`src/rtl/fetch_queue_pkg.sv`:
```
// Shared fetch-side definitions: exception codes, NOP encoding, fetch FSM states
// and the prefetch queue entry layout.
package fetch_queue_pkg;

    localparam int FQ_XLEN = 32;

    // addi x0, x0, 0
    localparam logic [31:0] INSTR_NOP = 32'h0000_0013;

    typedef enum logic [4:0] {
        EXC_CODE_INSTR_MISALIGN  = 5'd0,
        EXC_CODE_INST_PAGE_FAULT = 5'd12,
        EXC_CODE_NO_EXCEPTION    = 5'd31
    } type_exc_code_e;

    typedef enum logic [1:0] {
        IDLE     = 2'd0,
        XLATE    = 2'd1,
        WAIT_ACK = 2'd2,
        HALT     = 2'd3
    } type_fq_state_e;

    typedef struct packed {
        logic [FQ_XLEN-1:0] pc;
        logic [31:0]        instr;
        logic               exc_req;
        type_exc_code_e     exc_code;
    } type_fq_entry_s;

    localparam type_fq_entry_s FQ_ENTRY_EMPTY = '{
        pc:       '0,
        instr:    '0,
        exc_req:  1'b0,
        exc_code: EXC_CODE_NO_EXCEPTION
    };

endpackage

```
`src/rtl/fetch_queue_fifo.sv`:
```
// Circular prefetch FIFO of fetch entries; pointers carry an extra wrap bit so
// full and empty are distinguishable. Flush overrides push and pop.
module fetch_fifo
    import fetch_queue_pkg::*;
#(
    parameter int DEPTH = 4
) (
    input  logic                         clk,
    input  logic                         rst,
    input  logic                         push,
    input  type_fq_entry_s               wdata,
    input  logic                         pop,
    input  logic                         flush,
    output type_fq_entry_s               head,
    output logic                         not_empty,
    output logic [$clog2(DEPTH+1)-1:0]   count
);

    localparam int AW = $clog2(DEPTH);
    localparam int CW = $clog2(DEPTH + 1);

    type_fq_entry_s mem [DEPTH];
    logic [AW:0]    wr_ptr;
    logic [AW:0]    rd_ptr;
    logic [AW:0]    used;

    always_ff @(posedge clk or posedge rst) begin
        if (rst) begin
            wr_ptr <= '0;
            rd_ptr <= '0;
        end else if (flush) begin
            wr_ptr <= '0;
            rd_ptr <= '0;
        end else begin
            if (push) wr_ptr <= wr_ptr + (AW + 1)'(1);
            if (pop)  rd_ptr <= rd_ptr + (AW + 1)'(1);
        end
    end

    // Push while full is only ever paired with a pop, so overwriting the head
    // slot at the edge is safe: the old head leaves in the same cycle.
    always_ff @(posedge clk) begin
        if (push && !flush) mem[wr_ptr[AW-1:0]] <= wdata;
    end

    assign used      = wr_ptr - rd_ptr;
    assign count     = CW'(used);
    assign not_empty = (used != '0);
    assign head      = not_empty ? mem[rd_ptr[AW-1:0]] : FQ_ENTRY_EMPTY;

endmodule

```
`src/rtl/fetch_queue.sv`:
```
// Fetch stage: owns the fetch PC, sequences MMU translation and I-cache requests,
// and feeds ID from a prefetch FIFO. Redirects flush the queue and kill requests.
module fetch_queue
    import fetch_queue_pkg::*;
#(
    parameter int              XLEN     = FQ_XLEN,
    parameter int              DEPTH    = 4,
    parameter logic [XLEN-1:0] PC_RESET = 32'h8000_0000
) (
    input  logic                        clk,
    input  logic                        rst,
    output logic [XLEN-1:0]             mmu_vaddr_o,
    input  logic                        mmu_hit_i,
    input  logic [XLEN-1:0]             mmu_paddr_i,
    input  logic                        mmu_page_fault_i,
    output logic                        ic_req_o,
    output logic [XLEN-1:0]             ic_addr_o,
    output logic                        ic_kill_o,
    input  logic                        ic_ack_i,
    input  logic [31:0]                 ic_rdata_i,
    input  logic                        csr_redirect_i,
    input  logic [XLEN-1:0]             csr_pc_i,
    input  logic                        exe_redirect_i,
    input  logic [XLEN-1:0]             exe_pc_i,
    output logic                        id_valid_o,
    input  logic                        id_ready_i,
    output logic [31:0]                 id_instr_o,
    output logic [XLEN-1:0]             id_pc_o,
    output logic                        id_exc_req_o,
    output type_exc_code_e              id_exc_code_o,
    output logic [$clog2(DEPTH+1)-1:0]  count_o,
    output type_fq_state_e              state_o
);

    localparam int              CW      = $clog2(DEPTH + 1);
    localparam logic [CW:0]     DEPTH_W = (CW + 1)'(DEPTH);

    type_fq_state_e  state, state_next;
    logic [XLEN-1:0] fpc, fpc_next;
    logic [XLEN-1:0] ic_addr;
    logic [XLEN-1:0] redirect_pc;
    logic            redirect;
    logic            push, pop, latch_paddr;
    logic            head_valid;
    logic            room_idle, room_after_ack;
    logic [CW-1:0]   count;
    type_fq_entry_s  push_entry, head;

    // Valid/ready toward ID: the head transfers on a cycle where id_valid_o and
    // id_ready_i are both high; the head holds steady while valid and not ready.
    assign redirect    = csr_redirect_i | exe_redirect_i;
    assign redirect_pc = csr_redirect_i ? csr_pc_i : exe_pc_i;
    assign pop         = head_valid & id_ready_i & ~redirect;

    // A slot is reserved before translation starts, so WAIT_ACK never overflows.
    assign room_idle      = {1'b0, count} < DEPTH_W;
    assign room_after_ack = ({1'b0, count} + (CW + 1)'(1)) < (DEPTH_W + {{CW{1'b0}}, pop});

    always_comb begin
        state_next  = state;
        fpc_next    = fpc;
        push        = 1'b0;
        latch_paddr = 1'b0;
        push_entry  = '{pc: fpc, instr: INSTR_NOP, exc_req: 1'b0, exc_code: EXC_CODE_NO_EXCEPTION};
        case (state)
            IDLE: begin
                if (room_idle) state_next = XLATE;
            end
            XLATE: begin
                if (fpc[1:0] != 2'b00) begin
                    push                = 1'b1;
                    push_entry.exc_req  = 1'b1;
                    push_entry.exc_code = EXC_CODE_INSTR_MISALIGN;
                    state_next          = HALT;
                end else if (mmu_page_fault_i) begin
                    push                = 1'b1;
                    push_entry.exc_req  = 1'b1;
                    push_entry.exc_code = EXC_CODE_INST_PAGE_FAULT;
                    state_next          = HALT;
                end else if (mmu_hit_i) begin
                    latch_paddr = 1'b1;
                    state_next  = WAIT_ACK;
                end
            end
            WAIT_ACK: begin
                if (ic_ack_i) begin
                    push             = 1'b1;
                    push_entry.instr = ic_rdata_i;
                    fpc_next         = fpc + XLEN'(4);
                    state_next       = room_after_ack ? XLATE : IDLE;
                end
            end
            HALT: ;
            default: state_next = IDLE;
        endcase
        // The flushed queue always has room, so a redirect starts translating at once.
        if (redirect) begin
            push        = 1'b0;
            latch_paddr = 1'b0;
            fpc_next    = redirect_pc;
            state_next  = XLATE;
        end
    end

    always_ff @(posedge clk or posedge rst) begin
        if (rst) begin
            state   <= IDLE;
            fpc     <= PC_RESET;
            ic_addr <= '0;
        end else begin
            state <= state_next;
            fpc   <= fpc_next;
            if (latch_paddr) ic_addr <= mmu_paddr_i;
        end
    end

    fetch_fifo #(
        .DEPTH (DEPTH)
    ) u_fifo (
        .clk       (clk),
        .rst       (rst),
        .push      (push),
        .wdata     (push_entry),
        .pop       (pop),
        .flush     (redirect),
        .head      (head),
        .not_empty (head_valid),
        .count     (count)
    );

    assign mmu_vaddr_o   = fpc;
    assign ic_req_o      = (state == WAIT_ACK);
    assign ic_addr_o     = ic_addr;
    assign ic_kill_o     = redirect & (state == WAIT_ACK);
    assign id_valid_o    = head_valid;
    assign id_instr_o    = head.instr;
    assign id_pc_o       = head.pc;
    assign id_exc_req_o  = head.exc_req;
    assign id_exc_code_o = head.exc_code;
    assign count_o       = count;
    assign state_o       = state;

endmodule

```
`config.mk`:
```
export PLATFORM = sky130hd
export DESIGN_NAME = fetch_queue
export DESIGN_NICKNAME = d
export VERILOG_FILES = /design/src/rtl/fetch_queue_pkg.sv /design/src/rtl/fetch_queue_fifo.sv /design/src/rtl/fetch_queue.sv
export SDC_FILE = /design/constraint.sdc
export NUM_CORES = 1
export LEC_CHECK = 0
export BUFFER_PORTS_ARGS = -buffer_cell sky130_fd_sc_hd__buf_2
export CAP_MARGIN = 25
export CORE_AREA = 2 2 169 171
export CTS_CLUSTER_SIZE = 24
export DETAILED_ROUTE_END_ITERATION = 8
export DIE_AREA = 0 0 171 173
export PLACE_DENSITY = 0.79
export SETUP_SLACK_MARGIN = 0.3
export SLEW_MARGIN = 20
export SYNTH_ARGS = -nofsm -noshare
export SYNTH_HDL_FRONTEND = slang
export SYNTH_HIERARCHICAL = 1
export SYNTH_SLANG_ARGS = --single-unit
```
`constraint.sdc`:
```
create_clock -name clk -period 5.12 [get_ports clk]
set_input_delay 0.256 -clock clk [delete_from_list [all_inputs] [get_ports clk]]
set_output_delay 0.256 -clock clk [all_outputs]
set_load 0.05 [all_outputs]
```
After elaboration in Yosys (flattened, before gate mapping)

Memory sizes are Yosys's and may differ from the RTL's.
Index checks and enable logic that the tools add are counted.

Register bits after elaboration: 72
Memory bits (writable): 280
Bits of input ports: 136
Output and inout bits: 142
Word-level logic and storage cells: 70
Memories kept: 1

Memories:

| memory     | words | width | read ports | clocked after Yosys merged registers in | write ports | RTL line               | source |
|---|---|---|---|---|---|---|---|
| u_fifo.mem | 4     | 70    | 1          | 0                                       | 1           | fetch_queue_fifo.sv:22 | `type_fq_entry_s mem [DEPTH];` |

$add $sub $neg: 6
$lt $le $gt $ge: 2
Equal/unequal tests: 5
Mux-type cells: 34
Bitwise logic cells: 5
Reduce and logical (&&, ||, !) cells: 12

Operators by type and width:

| operator                                              | number |
|---|---|
| 2-to-1 mux 32 bit                                     | 6 |
| 2-to-1 mux 70 bit                                     | 1 |
| adder 32 x 3 -> 32 bit, second input constant         | 1 |
| 2-to-1 mux 6 bit                                      | 3 |
| 2-to-1 mux 1 bit                                      | 12 |
| 2-to-1 mux 2 bit                                      | 6 |
| 2-to-1 mux 3 bit                                      | 4 |
| nonzero test 2 bit                                    | 5 |
| adder 3 x 1 -> 3 bit, second input constant           | 2 |
| one-hot mux 2 bit (3 select lines)                    | 1 |
| inequality test 5 bit, second input constant          | 1 |
| adder 3 x 1 -> 4 bit, first input constant            | 1 |
| adder 3 x 1 -> 4 bit, second input constant           | 1 |
| less-than comparator 4 bit                            | 1 |
| AND reduction 4 bit                                   | 1 |
| nonzero test 4 bit                                    | 1 |
| AND 1 bit                                             | 3 |
| less-than comparator 3 bit, second input constant     | 1 |
| inequality test 3 x 1 -> 1 bit, second input constant | 1 |
| inequality test 3 bit, second input constant          | 1 |
| nonzero test 3 bit                                    | 1 |
| subtractor 3 bit                                      | 1 |
| == test 2 x 1 -> 1 bit, second input constant         | 1 |
| == test 2 bit, second input constant                  | 1 |
| other kinds (7)                                       | 7 |

Longest topological paths before layout

Gate-level depths: netlist (run 1).

Depth after elaboration: 10
Mapped depth: 11
Depth with buffers taken out: 9

By module

The synthesis (run 1) kept the hierarchy.

Modules (own cells, without submodules):

| module      | times used | cells an instance | area each (um^2) | sequential area each (um^2) |
|---|---|---|---|---|
| fetch_fifo  | 1          | 492               | 11190.7          | 8558.2 |
| fetch_queue | 1          | 428               | 4131.5           | 1652.8 |

Least setup slack after synthesis (run 1)

OpenSTA, ideal clock, no wires.

Path type: register -> register
Start: reg state[1], in the netlist state_o[1]
End: mem u_fifo/mem[0][0] in the netlist's numbering, enable pin
Setup time: 436 ps
Arrival: 4007 ps
Data required time: 4684 ps
Setup slack: 677 ps
Stages on the path, launching flop included: 8
Path buffers: 2
Period minus slack after synthesis: 4443 ps
Path through: dfrtp_1 ha_1 clkbuf_8 nand2_1 clkbuf_1 a21oi_1 nor2b_1 and2_1

Word-level cells in the longest chain between the ends: 6
Elaborated cells between the ends (all ways): 7
Those cells by class: 2 x eq/ne; 4 x mux; 1 x reduce/logical

RTL lines:

| what                                   | RTL line               | source |
|---|---|---|
| start: declaration                     | fetch_queue.sv:38      | `type_fq_state_e state, state_next;` |
| start signal: assignment               | fetch_queue.sv:111     | `state <= state_next;` |
| == test 2 bit                          | --                     |  |
| via ic_req_o                           | fetch_queue.sv:16      | `output logic ic_req_o,` |
| one-hot mux 1 bit (2 select lines)     | fetch_queue.sv:65      | `case (state)` |
| 2-to-1 mux 1 bit                       | fetch_queue.sv:97      | `if (redirect) begin` |
| via push                               | fetch_queue.sv:43      | `logic push, pop, latch_paddr;` |
| logical AND 1 bit                      | fetch_queue_fifo.sv:43 | `if (push && !flush) mem[wr_ptr[AW-1:0]] <= wdata;` |
| 2-to-1 mux 1 bit                       | fetch_queue_fifo.sv:43 |  |
| 2-to-1 mux 1 bit (implied by the code) | fetch_queue_fifo.sv:43 |  |
| end: declaration                       | fetch_queue_fifo.sv:22 |  |

The timed path passes the listed nets, and every way through them passes these cells.

Final worst setup path (run 1)

Start: reg u_fifo.rd_ptr[0]
End: out id_exc_code_o[0]

Word-level cells in the longest chain between the ends: 3
Elaborated cells between the ends (all ways): 4
Those cells by class: 1 x add/sub; 1 x mux; 1 x reduce/logical; 1 x memory

RTL lines:

| what                     | RTL line               | source |
|---|---|---|
| start: declaration       | fetch_queue_fifo.sv:24 | `logic [AW:0] rd_ptr;` |
| start signal: assignment | fetch_queue_fifo.sv:36 | `if (pop) rd_ptr <= rd_ptr + (AW + 1)'(1);` |
| subtractor 3 bit         | fetch_queue_fifo.sv:46 | `assign used = wr_ptr - rd_ptr;` |
| nonzero test 3 bit       | fetch_queue_fifo.sv:48 | `assign not_empty = (used != '0);` |
| 2-to-1 mux 70 bit (*)    | fetch_queue_fifo.sv:49 | `assign head = not_empty ? mem[rd_ptr[AW-1:0]] : FQ_ENTRY_EMPTY;` |
| end: declaration         | fetch_queue.sv:30      | `output type_exc_code_e id_exc_code_o,` |

Every way passes the cells marked *; elsewhere a longest branch is shown, timed or not.

==> results.yml, run 1 <==
power:
  cellPowerDensity_mw_per_mm2: 369.1
  peakVddDrop_uv: 357.1
  power.total_mw: 6.786
  p_leak_nw: 7.003
min_path:
  min_path_type: "in2reg"
setup_path:
  worst_setup_path_end_kind: "output port"
  cpPeakStageDelay_ns: 0.78
  worstReg2RegEnd: "u_fifo/mem[3][56]"
  crit_arrival_ns: 3.80
  cp_data_required_time_ns: 4.86
  cp_cell_sequence: "ha_1 -> fa_1 -> and2_2 -> buf_4 -> a21o_1 -> buf_2"
  cp_max_fo: 41
  r2r_cells: 8
  crit_path_start_kind: "register"
  startpoint: "u_fifo/rd_ptr[0]"
  cp_top_family: "adder cells"
  path_buf_inv: 2
  crit_type: "reg2out"
  regToRegSetupSlack_ns: 1.51
  crit_cells: 6
  crit_end: "id_exc_code_o[0]"
  rr_startpoint: "state_o[0]"
  critPathSlowestCell: "dfrtp_4"
detailed_routing:
  drtAntennaViolNets: 0
  post-route-drc-count: 0
  drt_wl_total_mm: 38.19
  wl_per_cell_um: 23.69
  viasPerCell: 5.913
  vias: 9532
  firstDrtPassIters: 5
  drt_iter0_drc: 968
finish:
  area_growth_pct: 19.97
  final_util: 0.6653
  nets: 1356
  fin_area_mm2: 0.01838
  drive_gt1_frac: 0.3769
die:
  initial_core_util: 0.5546
  die_w_um: 171
  num_rows: 61
  io_pins: 278
  die_h_um: 173
  dieArea_mm2: 0.02958
  core-area_mm2: 0.02763
synthesis:
  synth_nets: 1069
  synthDistinctLibCells: 64
  ys_seq_elements: 352
  syn_area_mm2: 0.01532
  synth_flop_cell: "edfxtp_1"
  synth-async-reset-ratio: 0.2045
  synth_edf_count: 280
  synth_area_leaders: "edfxtp_1 (55%), dfrtp_1 (12%), mux4_2 (10%)"
  yosysTopAreaCell: "edfxtp_1"
  synth_seq_area_share: 0.6664
  post-synth-top-count-cell: "edfxtp_1"
  synthCells: 920
  syn_area_per_cell_um2: 16.65
  synth_common_cells: "edfxtp_1 (280), dfrtp_1 (71), mux4_2 (69)"
  ys.warnings.count: 6
  netlist.area_leader.share: 0.5488
clocking:
  cts_buffer_depth: 3
  htreeDepth: 2
  postCtsSetupBuffers: 0
  clock_sinks: 352
  numCtsBuffers: 36
  clkLatencyLatePin_ns: 0.52
  tritoncts: "done"
  ctsResizeCount: 0
  root_buffer: "clkbuf_16"
  path_clk_slew_ns: 0.06
sta:
  setup_viol: 0
  skew_ns: 0.02052
  fmax_ghz: 0.2464
  rsz0062_at_grt: "no"
  fin_tns_setup_ns: 0
  maxSlewViolCount: 0
  period_needed_ns: 4.059
  post-route-period-util: 0.7927
  relSlewSlack: 0.3910
  worst_pin_slew_ns: 0.9102
  final-hold-violation-count: 0
grt:
  globalRouteMet1Util: 0.3362
  antenna_found_initial: 5
  grt-busiest-layer: "met2"
  overflow: 0
  grt_pass1_vias: 9685
  track_usage: 0.2577
  grt_start_max_net_pins: 74
  globalRouteMet3Util: 0.06134
  grt_pass1_wl_mm: 56.93
  use_met2: 0.4281
job:
  drv_cap: 0
placed_design:
  dp_hpwl_mm: 23.57
  portBuffers: 277
  gp_congestion: 0.8432
  place_area_mm2: 0.01671
status:
  status: "finished, final reports clean"
registers in the layout, summed over array words and instances (netlist names):
register,cells
ic_addr_o,32
mmu_vaddr_o,32
state_o,2
u_fifo/mem,280
u_fifo/rd_ptr,3
u_fifo/wr_ptr,3
tightest hold or removal path, cell delays in order:
cell and delay [ns]:
buf_2 0.08, nand2_1 0.08, o21ai_0 0.08
power breakdown:
part	switching [mW]	leakage, nW	internal, mW	total (mW)
logic	0.643	3.13	0.255	0.898
clock network	1.05	0.559	1.50	2.55
registers	0.123	3.32	3.21	3.34
total	1.82	7.00	4.97	6.79
kinds of logic after synthesis:
logic type	after synthesis	synth area share
fa+ha+maj	13	0.01111
xor+xnor	18	0.01127
flops	352	0.6664
mux	107	0.1299
buf+inv	105	0.04287
compound gates	176	0.08011
simple gates	149	0.05830
area by class of cell:
cell class | count | area (um^2)
clock buffer | 46 | 979.7
sequential | 352 | 10220
fill | 1926 | 9246
multi-input combinational | 463 | 4468
tap | 378 | 473.0
timing repair buffer | 337 | 2019
antenna | 3 | 7.507
clock inverter | 16 | 152.6
inverter | 17 | 63.81
metal layers:
layer,part of all wire,routed length (um)
met5,0.00068,26
met4,0.029,1114
met3,0.077,2956
met2,0.51,19290
met1,0.39,14810
worst min-delay path by stage:
| stage | from | end | slack [ns] | cells past startpoint |
|---|---|---|---|---|
| after CTS | mmu_paddr_i[23] | ic_addr_o[23] | 0.002 | 2 |
| after detailed placement | rst | mmu_vaddr_o[1] | 0.20 | 2 |
| final | csr_pc_i[0] | mmu_vaddr_o[0] | 0.01 | 3 |
| after global routing | csr_pc_i[0] | mmu_vaddr_o[0] | 0.005 | 3 |
| after floorplan | rst | u_fifo/rd_ptr[0] | 0.05 | 1 |
| after global placement | rst | mmu_vaddr_o[1] | 0.20 | 2 |
placed cells by master (no fill, tap or decap), types with 4 or more instances in the layout:
cell,n
xor2_1,12
clkinv_2,8
dlygate4sd3_1,42
mux2_1,7
clkinv_1,4
nor3_1,7
and3_1,33
a211oi_1,4
nand3_1,12
xnor2_1,5
ha_1,12
nand4_1,9
nor2b_1,6
nor2_1,24
o22ai_1,9
clkbuf_16,37
buf_2,277
inv_1,16
a31oi_1,4
nand2b_1,7
o21ai_0,17
dfrtp_1,69
edfxtp_1,280
a21oi_1,30
clkbuf_1,7
mux2i_1,5
buf_4,13
a21o_1,5
a21boi_1,65
and2_4,4
a221o_1,4
nand2_1,28
mux2_2,25
mux4_2,69
a22oi_1,9
what timing repair did:
action	4_1_cts	5_1_grt
endpoints found under the setup margin	0	0
hold endpoints to repair	52	1
hold buffers	41	1
stage by stage:
stage / setup WS [ns] / cells / hold WS [ns]
floorplan: 0.6766 / 920 / 0.04696
global placement: 1.567 / 1500 / 0.1979
detailed placement: 1.396 / 1500 / 0.1960
CTS: 1.018 / 1603 / 0.001908
global route: 0.8669 / 1610 / 0.004686
finish: 1.061 / 1612 / 0.01422
Power figures use the tool's default switching activity.
==> run 2, diff against run 1 <==
- ABC_AREA: default -> 1
- CORE_AREA: 2 2 169 171 -> 2 2 182 184
- DIE_AREA: 0 0 171 173 -> 0 0 184 186
- PLACE_DENSITY: 0.79 -> 0.76
- clock period: 5.12 -> 3.4 ns (I/O delays scaled with it)
==> run 2 against run 1 <==
Setup slack got worse by 0.73 ns. Critical path type unchanged. Synthesized cell count rose by 83%. Final cell count rose by 48%. First-iteration DRC count rose by 21%. Wire length rose by 7.2%. Highest routed layer is now met4. Synthesized area rose by 6.1%. Clock skew fell by 0.0065 ns. Register-to-register slack got worse by 0.87 ns.
==> results.yml, run 2 <==
synthesis:
  synth_edf_count: 280
  syn_area_mm2: 0.01626
  synth-async-reset-ratio: 0.2045
  ys.warnings.count: 6
  muxShareOfSynthArea: 0.02217
  synthDistinctLibCells: 37
  synth_nets: 1828
  synth_area_leaders: "edfxtp_1 (52%), nand2_1 (13%), dfrtp_1 (11%)"
  synth_top_family_by_area: "simple AND/OR/NAND/NOR gates"
  synth_fa_ha_area_frac: 0.01047
  synth_seq_area_share: 0.6282
  ys_seq_elements: 352
  synthCells: 1679
  post-synth-top-count-cell: "nand2_1"
  synth_flop_cell: "edfxtp_1"
  syn_area_per_cell_um2: 9.682
  synth_xor_area_frac: 0.002694
  synthSimpleGateAreaFrac: 0.1928
  synth_common_cells: "nand2_1 (557), edfxtp_1 (280), nor2_1 (175)"
  synth_compound_area_frac: 0.06804
  yosysTopAreaCell: "edfxtp_1"
  netlist.area_leader.share: 0.5172
clocking:
  tritoncts: "done"
  root_buffer: "clkbuf_16"
  postCtsSetupBuffers: 0
  htreeDepth: 2
  clock_sinks: 352
  cts_buffer_depth: 3
  numCtsBuffers: 38
  path_clk_slew_ns: 0.06
  clkLatencyLatePin_ns: 0.52
power:
  peakVddDrop_uv: 416.8
  p_leak_nw: 9.323
  cellPowerDensity_mw_per_mm2: 548.1
die:
  die_h_um: 186
  dieArea_mm2: 0.03422
  core-area_mm2: 0.03221
  initial_core_util: 0.5047
  io_pins: 278
  num_rows: 66
  die_w_um: 184
finish:
  layout_commonest_cell: "nand2_1"
  multi_input_area_mm2: 0.004906
  diodes: 0
  nFillCells: 2622
  seqCellArea_mm2: 0.01022
  area_growth_pct: 20.04
  final_cell_mix: "nand2_1 (554), edfxtp_1 (280), buf_2 (277)"
  nets: 2105
  drive_gt1_frac: 0.1971
  largest_register_ffs: 280
setup_path:
  cp_cell_sequence: "inv_1 -> ha_1 -> fa_1 -> nand2_1 -> inv_1 -> nand3_4 -> buf_12 -> nand2_1 -> inv_1 -> buf_2"
  cp_data_required_time_ns: 3.23
  r2r_cells: 10
  crit_path_start_kind: "register"
  rr_startpoint: "u_fifo/wr_ptr[0]"
  regToRegSetupSlack_ns: 0.64
  worst_setup_path_end_kind: "output port"
  worstReg2RegEnd: "u_fifo/rd_ptr[1]"
  cpMostUsedCell: "inv_1"
  cpPeakStageDelay_ns: 0.51
  crit_type: "reg2out"
  cp_max_fo: 34
  startpoint: "u_fifo/wr_ptr[0]"
  crit_arrival_ns: 2.90
  critPathSlowestCell: "fa_1"
  crit_end: "id_pc_o[14]"
detailed_routing:
  wl_per_cell_um: 17.12
  drtAntennaViolNets: 0
  drt_wl_total_mm: 40.95
  firstDrtPassIters: 5
  drt_iter0_drc: 1174
  post-route-drc-count: 0
  viasPerCell: 5.206
  vias: 12450
grt:
  grt_pass1_wl_mm: 63.82
  grt_pass1_vias: 11940
  track_usage: 0.2410
  antenna_found_initial: 0
  overflow: 0
  grt_start_max_net_pins: 91
sta:
  relSlewSlack: 0.4345
  skew_ns: 0.01397
  fmax_ghz: 0.3258
  final-hold-violation-count: 0
  period_needed_ns: 3.069
  post-route-period-util: 0.9027
  fin_ws_ns: 0.3307
  maxSlewViolCount: 0
  worst_pin_slew_ns: 0.8474
  rsz0062_at_grt: "yes"
  fin_tns_setup_ns: 0
  setup_viol: 0
placed_design:
  gp_congestion: 0.9287
  portBuffers: 277
  dp_slack_ns: 0.8107
  dp_hpwl_mm: 25.56
status:
  status: "finished, final reports clean"
job:
  drv_cap: 0
min_path:
  min_path_type: "in2reg"
run 2: area by class of cell:
class,count,area share
Sequential cell,352,0.5237
Multi-Input combinational cell,1064,0.2514
Timing Repair Buffer,346,0.1074
Clock buffer,43,0.05079
Inverter,154,0.02975
Tap cell,408,0.02616
Clock inverter,25,0.01077
run 2: power by group:
part	switching [mW]	leakage, nW	total (mW)	internal [mW]
Combinational	1.19	5.12	1.61	0.418
Clock	1.65	0.591	3.98	2.33
Sequential	0.220	3.61	5.10	4.88
run 2: cells by family after synthesis:
| group | count (synthesis) |
|---|---|
| AOI/OAI and AO/OA | 212 |
| xor gates and xnor gates | 5 |
| adders and majority gates | 13 |
| buffers and inverters | 264 |
| DFF | 352 |
| muxes | 32 |
| and+or+nand+nor | 801 |
run 2: routing by layer:
| layer | routed length [um] | global-route usage | vias up |
|---|---|---|---|
| li1 | - | - | 6003 |
| met1 | 17040 | 0.3234 | 5854 |
| met5 | 0 | 0 | - |
| met4 | 1268 | 0.08512 | 0 |
| met3 | 3202 | 0.03541 | 72 |
| met2 | 19430 | 0.4029 | 524 |
run 2: worst min path at each step:
stage | start | to | slack [ns] | depth (start not counted)
CTS | csr_pc_i[4] | mmu_vaddr_o[4] | 0.003 | 3
detailed placement | rst | u_fifo/wr_ptr[2] | 0.15 | 2
finish | csr_pc_i[4] | mmu_vaddr_o[4] | 0.02 | 3
floorplan | rst | u_fifo/rd_ptr[0] | -0.04 | 1
global placement | rst | u_fifo/rd_ptr[2] | 0.13 | 2
global route | ic_rdata_i[8] | u_fifo/mem[1][14] | 0.03 | 3
run 2: worst max-delay path: cells and delay by family (launching register included):
kind | cells | cell delay, ns
and+or+nand+nor | 3 | 0.41
DFF | 1 | 0.41
buffers and inverters | 5 | 0.79
adders and majority gates | 2 | 0.73
run 2: what timing repair did:
item                                    in CTS  in global routing
cloned                                       1                  0
hold buffers                                45                  0
endpoints found under the setup margin      34                 53
resized for setup                            0                  1
endpoints found under the hold margin       90                  0
run 2: metrics by stage:
step | hold WS (ns) | instance area [um^2] | power, mW | util | cells
4_1_cts | 0.003354 | 19510 | 10.74 | 0.6058 | 2392
6_report | 0.01637 | 19510 | 10.69 | 0.6059 | 2392
2_1_floorplan | -0.03904 | 16330 | 6.306 | - | 1679
3_3_place_gp | 0.1312 | 17850 | 6.695 | 0.5542 | 2278
5_1_grt | 0.03011 | 19510 | 11.08 | 0.6059 | 2392
3_5_place_dp | 0.1467 | 17850 | 6.730 | 0.5542 | 2278
==> run 3, diff against run 2 <==
- RECOVER_POWER: default -> 25
==> run 3 against run 2 <==
Sequential power hardly changed. Combinational power is essentially flat. Core utilization is 0.16 points lower. Die area unchanged. Count of clock-buffer cells in the layout did not move. Maximum frequency down 0.23%. Sequential share of layout area up 0.13 points. Non-clock buffer count unchanged. Worst hold slack improved by 0.0011 ns. Via count is essentially flat. First-iteration DRC count increased by 0.43%.
==> results.yml, run 3 (same netlist as run 2, synthesis figures left out) <==
setup_path:
  startpoint: "u_fifo/wr_ptr[0]"
  cpMostUsedCell: "inv_1"
  regToRegSetupSlack_ns: 0.65
  cp_max_fo: 34
  cp_data_required_time_ns: 3.23
  cpPeakStageDelay_ns: 0.51
  crit_end: "id_pc_o[14]"
  rr_startpoint: "u_fifo/wr_ptr[0]"
  critPathSlowestCell: "fa_1"
  path_buf_inv: 5
  cp_top_family: "buffers and inverters"
  crit_arrival_ns: 2.91
  cp_cell_sequence: "inv_1 -> ha_1 -> fa_1 -> nand2_1 -> inv_1 -> nand3_4 -> buf_12 -> nand2_1 -> inv_1 -> buf_2"
  crit_type: "reg2out"
  worstReg2RegEnd: "u_fifo/rd_ptr[1]"
  r2r_cells: 10
  worst_setup_path_end_kind: "output port"
  crit_path_start_kind: "register"
  crit_cells: 10
power:
  switchingPower_mw: 3.056
  switching_share: 0.2869
  peakVddDrop_uv: 410.2
  internal-power_mw: 7.596
  p_leak_nw: 9.197
  seq_power_share: 0.479
  clkPwrFrac: 0.373
  power.total_mw: 10.65
  cellPowerDensity_mw_per_mm2: 547.3
  power_frac_comb: 0.148
sta:
  timing.hold.ws_ns: 0.01749
  fin_ws_ns: 0.3237
  post-route-period-util: 0.9048
  setup_viol: 0
  fmax_ghz: 0.3251
  rsz0062_at_grt: "yes"
  skew_ns: 0.01462
  relSlewSlack: 0.1063
  final-hold-violation-count: 0
  period_needed_ns: 3.076
  fin_tns_setup_ns: 0
  worst_pin_slew_ns: 1.339
  maxSlewViolCount: 0
grt:
  overflow: 0
  grt_start_max_net_pins: 91
  track_usage: 0.2410
  grt-busiest-layer: "met2"
  antenna_found_initial: 0
  globalRouteMet1Util: 0.3234
  grt_pass1_wl_mm: 63.82
  globalRouteMet3Util: 0.03541
  grt_pass1_vias: 11940
  use_met2: 0.4029
clocking:
  path_clk_slew_ns: 0.06
  htreeDepth: 2
  numCtsBuffers: 38
  root_buffer: "clkbuf_16"
  cts_buffer_depth: 3
  postCtsSetupBuffers: 0
  tritoncts: "done"
  clkLatencyLatePin_ns: 0.52
  clock_sinks: 352
detailed_routing:
  viasPerCell: 5.207
  wl_per_cell_um: 17.06
  drt_iter0_drc: 1179
  drtAntennaViolNets: 0
  firstDrtPassIters: 5
  vias: 12450
  drt_wl_total_mm: 40.80
  post-route-drc-count: 0
placed_design:
  dp_slack_ns: 0.8107
  gp_congestion: 0.9287
  portBuffers: 277
  place_area_mm2: 0.01785
  dpl.cell_count: 2278
  dp_hpwl_mm: 25.56
job:
  drv_cap: 0
die:
  core-area_mm2: 0.03221
  num_rows: 66
  initial_core_util: 0.5047
  die_w_um: 184
  dieArea_mm2: 0.03422
  die_h_um: 186
  io_pins: 278
finish:
  area_growth_pct: 19.73
  final_cells: 2392
  fin_area_mm2: 0.01946
  final_cell_mix: "nand2_1 (554), edfxtp_1 (280), buf_2 (242)"
  nets: 2105
  drive_gt1_frac: 0.1774
  layout_commonest_cell: "nand2_1"
  final_util: 0.6043
  diodes: 0
  largest_register_ffs: 280
status:
  status: "finished, final reports clean"
min_path:
  holdPathStages: 5
  min_path_type: "in2reg"
run 3: area by class of cell:
class	count	area, um^2
tap	408	510.5
inverter	154	580.6
clock inverter	25	210.2
sequential	352	10220
fill	2649	12740
timing repair buffer	346	2049
multi-input combinational	1064	4903
clock buffer	43	991.0
run 3: worst min-delay path: stages:
cell	delay, ns
buf_2	0.10
nand2_1	0.05
nand3_1	0.08
o41ai_1	0.07
nor2_1	0.04
run 3: worst min-delay path by stage:
stage | from | slack, ns | end
floorplan | rst | -0.04 | u_fifo/rd_ptr[0]
global placement | rst | 0.13 | u_fifo/rd_ptr[2]
detailed placement | rst | 0.15 | u_fifo/wr_ptr[2]
CTS | csr_pc_i[4] | 0.003 | mmu_vaddr_o[4]
global route | ic_rdata_i[8] | 0.03 | u_fifo/mem[1][14]
finish | exe_pc_i[8] | 0.02 | mmu_vaddr_o[8]
run 3: per-layer routing:
layer | vias to the layer above | share of wire | routed length [um]
met1 | 5823 | 0.41 | 16760
met5 | - | 0 | 0
li1 | 6010 | - | -
met4 | 0 | 0.031 | 1249
met2 | 551 | 0.48 | 19540
met3 | 70 | 0.080 | 3248
run 3: what timing repair did:
item,in CTS,in global routing
gates cloned,1,0
endpoints found under the setup margin,34,53
resized for setup,0,1
endpoints found under the hold margin,90,0
pin swaps,0,0
hold buffers,45,0
run 3: power groups by stage:
stage / combinational [mW] / clock, mW / sequential [mW]
after floorplan: 0.834 / 0 / 5.47
after global placement: 1.53 / 0 / 5.16
after detailed placement: 1.56 / 0 / 5.17
after CTS: 1.61 / 4.04 / 5.09
after global routing: 1.70 / 4.22 / 5.13
final: 1.58 / 3.97 / 5.10
